### config.mk
export PLATFORM = sky130hd
export DESIGN_NAME = alu4_ctrl
export DESIGN_NICKNAME = d
export VERILOG_FILES = /design/src/rtl/alu4_pkg.sv /design/src/rtl/alu4_ctrl_fsm.sv /design/src/rtl/alu4_ctrl.sv
export SDC_FILE = /design/constraint.sdc
export NUM_CORES = 1
export LEC_CHECK = 0
export CAP_MARGIN = 30
export CORE_UTILIZATION = 25
export CTS_CLUSTER_SIZE = 12
export DETAILED_ROUTE_END_ITERATION = 8
export PLACE_DENSITY_LB_ADDON = 0.3
export SYNTH_ARGS = -nofsm -noshare
export SYNTH_HDL_FRONTEND = slang
export SYNTH_HIERARCHICAL = 1
export SYNTH_SLANG_ARGS = --single-unit
export TNS_END_PERCENT = 30
### constraint.sdc
create_clock -name clk -period 1.1 [get_ports clk]
set_input_delay 0.165 -clock clk [delete_from_list [all_inputs] [get_ports clk]]
set_output_delay 0.165 -clock clk [all_outputs]
set_load 0.02 [all_outputs]
### src/rtl/alu4_pkg.sv
// Shared definitions for the alu4_ctrl sequencing stage.
//   - operation codes understood by the ALU and by this block
//   - FSM state encodings (IDLE, EXEC, HOLD)
//   - fixed op / data / result widths
//   - small helper to compute the zero flag
package alu4_pkg;

    localparam int unsigned OP_W   = 3;
    localparam int unsigned DATA_W = 4;
    localparam int unsigned RES_W  = 5;

    localparam logic [OP_W-1:0] OP_ADD  = 3'd0;
    localparam logic [OP_W-1:0] OP_SUB  = 3'd1;
    localparam logic [OP_W-1:0] OP_AND  = 3'd2;
    localparam logic [OP_W-1:0] OP_OR   = 3'd4;
    localparam logic [OP_W-1:0] OP_LOAD = 3'd7;

    localparam logic [1:0] ST_IDLE = 2'd0;
    localparam logic [1:0] ST_EXEC = 2'd1;
    localparam logic [1:0] ST_HOLD = 2'd2;

    function automatic logic is_zero(input logic [DATA_W-1:0] d);
        return d == '0;
    endfunction

endpackage

### src/rtl/alu4_ctrl_fsm.sv
// Control FSM for alu4_ctrl: IDLE -> EXEC -> HOLD -> IDLE.
// Ports:
//   clk, rst_n   clock, asynchronous active-low reset
//   in_valid     upstream command present
//   out_ready    downstream accepts the held result
//   in_ready     block can accept a command (state decode, no path from out_ready)
//   out_valid    result is valid (state decode)
//   accept       command handshake completes on this edge
//   exec         datapath should capture the ALU result on this edge
module alu4_ctrl_fsm
    import alu4_pkg::*;
(
    input  logic clk,
    input  logic rst_n,
    input  logic in_valid,
    input  logic out_ready,
    output logic in_ready,
    output logic out_valid,
    output logic accept,
    output logic exec
);

    logic [1:0] state_q;
    logic [1:0] state_d;

    always_comb begin
        state_d = state_q;
        case (state_q)
            ST_IDLE: if (in_valid)  state_d = ST_EXEC;
            ST_EXEC:                state_d = ST_HOLD;
            ST_HOLD: if (out_ready) state_d = ST_IDLE;
            default:                state_d = ST_IDLE;
        endcase
    end

    always_ff @(posedge clk or negedge rst_n) begin
        if (!rst_n) begin
            state_q <= ST_IDLE;
        end else begin
            state_q <= state_d;
        end
    end

    assign in_ready  = (state_q == ST_IDLE);
    assign out_valid = (state_q == ST_HOLD);
    assign accept    = in_ready && in_valid;
    assign exec      = (state_q == ST_EXEC);

endmodule

### src/rtl/alu4_ctrl.sv
// alu4_ctrl: sequencing stage feeding a 4-bit combinational ALU.
// Accepts one command (op, operand) over valid/ready, drives the ALU from the
// accumulator and the latched operand, captures the 5-bit ALU result, updates
// the accumulator (and optionally carry/zero flags), and presents the result
// downstream over valid/ready.
// Ports:
//   clk, rst_n            clock, asynchronous active-low reset
//   in_valid/in_ready     command handshake; op (3b), operand (4b)
//   alu_s/alu_a/alu_b     ALU select and operands (alu_a is the accumulator)
//   alu_y                 ALU 5-bit result (combinational from alu_s/a/b)
//   out_valid/out_ready   result handshake; result (5b)
//   acc                   accumulator
//   carry, zero           status flags of the last result
// Configuration:
//   ALU4_CTRL_FLAGS_EN    when defined, carry/zero are registered; otherwise tied to 0.
module alu4_ctrl
    import alu4_pkg::*;
(
    input  logic              clk,
    input  logic              rst_n,
    input  logic              in_valid,
    output logic              in_ready,
    input  logic [OP_W-1:0]   op,
    input  logic [DATA_W-1:0] operand,
    output logic [OP_W-1:0]   alu_s,
    output logic [DATA_W-1:0] alu_a,
    output logic [DATA_W-1:0] alu_b,
    input  logic [RES_W-1:0]  alu_y,
    output logic              out_valid,
    input  logic              out_ready,
    output logic [RES_W-1:0]  result,
    output logic [DATA_W-1:0] acc,
    output logic              carry,
    output logic              zero
);

    logic accept;
    logic exec;

    logic [OP_W-1:0]   alu_s_q;
    logic [DATA_W-1:0] alu_b_q;
    logic [RES_W-1:0]  result_q;
    logic [DATA_W-1:0] acc_q;
    logic [RES_W-1:0]  res_d;

    alu4_ctrl_fsm u_fsm (
        .clk       (clk),
        .rst_n     (rst_n),
        .in_valid  (in_valid),
        .out_ready (out_ready),
        .in_ready  (in_ready),
        .out_valid (out_valid),
        .accept    (accept),
        .exec      (exec)
    );

    // ALU select/operand change only on the accept edge so the ALU sees
    // stable inputs throughout EXEC.
    always_ff @(posedge clk or negedge rst_n) begin
        if (!rst_n) begin
            alu_s_q <= '0;
            alu_b_q <= '0;
        end else if (accept) begin
            alu_s_q <= op;
            alu_b_q <= operand;
        end
    end

    // Load bypasses the ALU; its value was latched onto alu_b.
    always_comb begin
        res_d = alu_y;
        if (alu_s_q == OP_LOAD) begin
            res_d = {1'b0, alu_b_q};
        end
    end

    always_ff @(posedge clk or negedge rst_n) begin
        if (!rst_n) begin
            result_q <= '0;
            acc_q    <= '0;
        end else if (exec) begin
            result_q <= res_d;
            acc_q    <= res_d[DATA_W-1:0];
        end
    end

`ifdef ALU4_CTRL_FLAGS_EN
    logic carry_q;
    logic zero_q;

    always_ff @(posedge clk or negedge rst_n) begin
        if (!rst_n) begin
            carry_q <= 1'b0;
            zero_q  <= 1'b0;
        end else if (exec) begin
            carry_q <= res_d[RES_W-1];
            zero_q  <= is_zero(res_d[DATA_W-1:0]);
        end
    end

    assign carry = carry_q;
    assign zero  = zero_q;
`else
    assign carry = 1'b0;
    assign zero  = 1'b0;
`endif

    assign alu_s  = alu_s_q;
    assign alu_a  = acc_q;
    assign alu_b  = alu_b_q;
    assign result = result_q;
    assign acc    = acc_q;

endmodule

Yosys cells after proc, flatten, opt, wreduce, memory -nomap -nowiden. Index checks and enable logic that the tools add are counted.

Output and inout bits: 24. Word-level logic and storage cells: 17. Register bits: 18.

Equal/unequal tests: 5. Multiplexer cells: 4. Reduce and logical (&&, ||, !) cells: 3.

Operators by type and width (count): one-hot mux 2 bit (3 select lines) (1); 2-to-1 mux 5 bit (1); 2-to-1 mux 2 bit (2); == test 3 bit, second input constant (1); == test 2 x 1 -> 1 bit, second input constant (1); == test 2 bit, second input constant (1); logical NOT 2 bit (1); inequality test 2 x 1 -> 1 bit, second input constant (1); inequality test 2 bit, second input constant (1); AND reduction 2 bit (1); logical AND 1 bit (1).

Logic depth before layout (Yosys ltp).
Depth after elaboration: 3. Gate-level depth with buffers: 4. Gate-level depth less buffers: 3.

Modules after synthesis. The synthesis kept the hierarchy.

By module, submodules not included: alu4_ctrl (area an instance 580.6 um^2, seq. area each 300.3 um^2, cells each 48, times used 1); alu4_ctrl_fsm (area an instance 90.1 um^2, seq. area each 50.0 um^2, cells each 9, times used 1).

Worst setup path after synthesis. Ideal clock, no wire load.

Path type: register to register. Start: register u_fsm.state_q[1]. End: register alu_b_q[0] (netlist: alu_b[0]). Arrival time: 1.344 ns. Stages on the path, launching flop included: 5. Setup time: 0.125 ns. Required time: 0.975 ns. Buffers on the path: 1. Setup slack: -0.368 ns. Cell sequence: dfrtp_1 > nor2_1 > and2_1 > buf_6 > mux2_2.

Cells in the longest elaborated chain, start to end: 2.

Ends and longest elaborated chain: start: declaration (RTL line alu4_ctrl_fsm.sv:23) `logic [1:0] state_q;`; start signal: assignment (RTL line alu4_ctrl_fsm.sv:40) `state_q <= state_d;`; logical NOT 2 bit (RTL line alu4_ctrl_fsm.sv:44) `assign in_ready = (state_q == ST_IDLE);`; net in_ready (RTL line alu4_ctrl.sv:22) `output logic in_ready,`; logical AND 1 bit (RTL line alu4_ctrl_fsm.sv:46) `assign accept = in_ready && in_valid;`; net accept (RTL line alu4_ctrl.sv:37) `logic accept;`; end signal: assignment (RTL line alu4_ctrl.sv:65) `alu_b_q <= operand;`; end: declaration (RTL line alu4_ctrl.sv:41) `logic [DATA_W-1:0] alu_b_q;`.

The timed path passes the listed nets, and every way through them passes these cells. A chain may end at the register's enable or synchronous reset.

Final worst setup path.
Start: register u_fsm.state_q[0]. End: register alu_b_q[3] (netlist: alu_b[3]).

Cells in the longest elaborated chain, start to end: 2.

Ends and longest elaborated chain (RTL line): logical NOT 2 bit (alu4_ctrl_fsm.sv:44); logical AND 1 bit (alu4_ctrl_fsm.sv:46); net accept (alu4_ctrl.sv:37).

The timed path passes the listed nets, and every way through them passes these cells.

==> run metrics <==
status complete, but fails checks; failing checks negative setup slack; worst vdd rail ir drop 1.430 mV; syn avg cell area roughly 12 µm²; Int Pwr 1.814 mW; minimum clock period between 1 and 1.5 ns; CTS root buf clkbuf_4; Starting Density 0.2683; final core occ 0.4119; DIE WIDTH between 50 and 60 µm; clk slew on worst S/H paths 0.08 ns; Hold Violations, Final 0; Die ar. 2894 µm²; area delta synth->final 53.55%; synth warn 6; Num Clock Sinks 14; Post-Synthesis Cells 57; switch share 0.4292; commonest non-fill, non-tap cell in the layout buf_2; Final Cycle Share 1.119; Seq pwr share 0.305; gpl congestion 0.6360; Worst Hold Class in2async; DR iter-0 viols 1; IO buf count 37; Crit Path Class reg2reg; Leak 0.5161 nW; skew final 0.004863 ns; worst path required time 1.25 ns; first-pass GRT wire length 2201 µm; Switch Pwr roughly 1.4 mW; core area around 2500 µm²; drt drc 0; filler instances about 260; drt wl/cell 12.05 µm; num ports 40; max-cap check violation count 0; CTS tree yes; total routed wirelength 1506 µm; register area share after synthesis 0.5224; Final HPWL DP 1094 µm; #FFs+latches synth 14; DRT Pass-1 Iters 3; clock share of power 0.087; RSZ-0062 raised after global routing true; Total Routing Usage GR 0.1106; htree depth 1; CTS Buf Count 3; Die H approximately 54 µm; remaining antenna violation count 0; Critical Path AT 1.38 ns; total power 3.177 mW; Worst setup SP type flip-flop; final hold slack 0.1980 ns; initial antenna violation count 0; critical path endpoint category flip-flop; number of global-route vias before repair roughly 490; most frequent cells in the layout buf_2 (21), clkdlybuf4s50_1 (15), dfrtp_1 (13), mux2_4 (7), buf_4 (7); CP Max Fanout 7; PwrDens slightly above 3000 nW/µm²; # setup viols final 9; share of cells above drive strength 1 0.4842; post-synth cell types 16; clk_lat worst skew 0.27 ns; total grt overflow 0; synthesized area 670.6 µm²; fin worst setup slack -0.1312 ns; vias per cell 4.160; Slew Limit Fails 0; cell count of the worst reg-to-reg path 3; Inserted Diodes 0; Max Fclk about 0.81 GHz; Worst R2R Setup Slack -0.13 ns; clk buf depth 2; Comb pwr share 0.608; layout net count around 110; largest net degree at the start of global routing 15; via count 520; floorplan row count 18
[logic make-up after synthesis]
group	share of synthesized area
muxes	0.1772
buffers and inverters	0.1474
AOI/OAI and AO/OA	0.04851
and+or+nand+nor	0.09888
other	0.005592
DFF	0.5224
[power by group through the flow]
stage	Clock, mW	Combinational (mW)	Sequential, mW
after floorplan	0	1.03	1.27
after global placement	0	2.21	0.971
after detailed placement	0	2.23	0.979
after CTS	0.292	1.98	0.959
after global routing	0.323	2.06	1.01
final	0.275	1.93	0.969
[metrics by stage]
stage	std cells	cell area (µm²)	setup slack, ns	setup TNS (ns)
after floorplan	58	710.7	-0.1901	-1.330
after CTS	125	1050	-0.1247	-1.012
after global routing	125	1030	-0.1649	-1.439
after global placement	121	1087	-0.2311	-2.416
after detailed placement	121	1087	-0.2610	-2.621
final	125	1030	-0.1312	-1.007
[metal layers]
| metal | track usage | wire (µm) |
|---|---|---|
| met4 | 0.03947 | 0 |
| met1 | 0.1461 | 656 |
| met5 | 0 | 0 |
| met3 | 0.02542 | 122 |
| met2 | 0.1749 | 726 |
[synthesized netlist by cell type, drive strengths merged]
cell,instances,share of area
and2,2,0.019
o21ai,1,0.0075
dfrtp,14,0.52
mux2i,4,0.060
mux2,7,0.12
a21oi,4,0.030
nand3,2,0.034
buf,12,0.14
inv,2,0.011
conb,1,0.0056
nor2,5,0.028
nor2b,2,0.019
a21o,1,0.011
[sequential cells by signal (all words and copies together), names as in the netlist]
register / flops
u_fsm/state_q: 2
alu_s: 3
alu_b: 4
result: 5
[final timing paths]
| check | startpoint | end |
|---|---|---|
| setup / recovery | u_fsm/state_q[0] | alu_b[3] |
| hold / removal | rst_n | alu_s[1] |
| setup reg to reg | u_fsm/state_q[0] | alu_b[3] |
| hold reg to reg | result[4] | result[4] |
| max in group asynchronous | rst_n | u_fsm/state_q[0] |
| min in group clk | alu_y[4] | result[4] |
[critical path: stages (launching register included)]
cell and delay (ns):
dfrtp_2 0.45, nor2_4 0.12, and2_4 0.24, mux2_4 0.31
[layout make-up]
class	instances	area, µm²	area share
multi-input cells	30	269.0	0.2612
inverters	2	7.507	0.007290
flip-flops and latches	14	351.6	0.3414
clock buffers	3	22.52	0.02187
repair buffers	46	341.6	0.3317
well taps	30	37.54	0.03645
[repair_timing]
item / in CTS / in global routing
cloned: 0 / 0
buffers inserted: 1 / 0
endpoints found under the setup margin: 29 / 20
gates resized for setup: 84 / 11
hold buffers: 0 / 0
hold endpoints to repair: 0 / 0
pin swaps: 0 / 3
(Power assumes the default switching activity.)
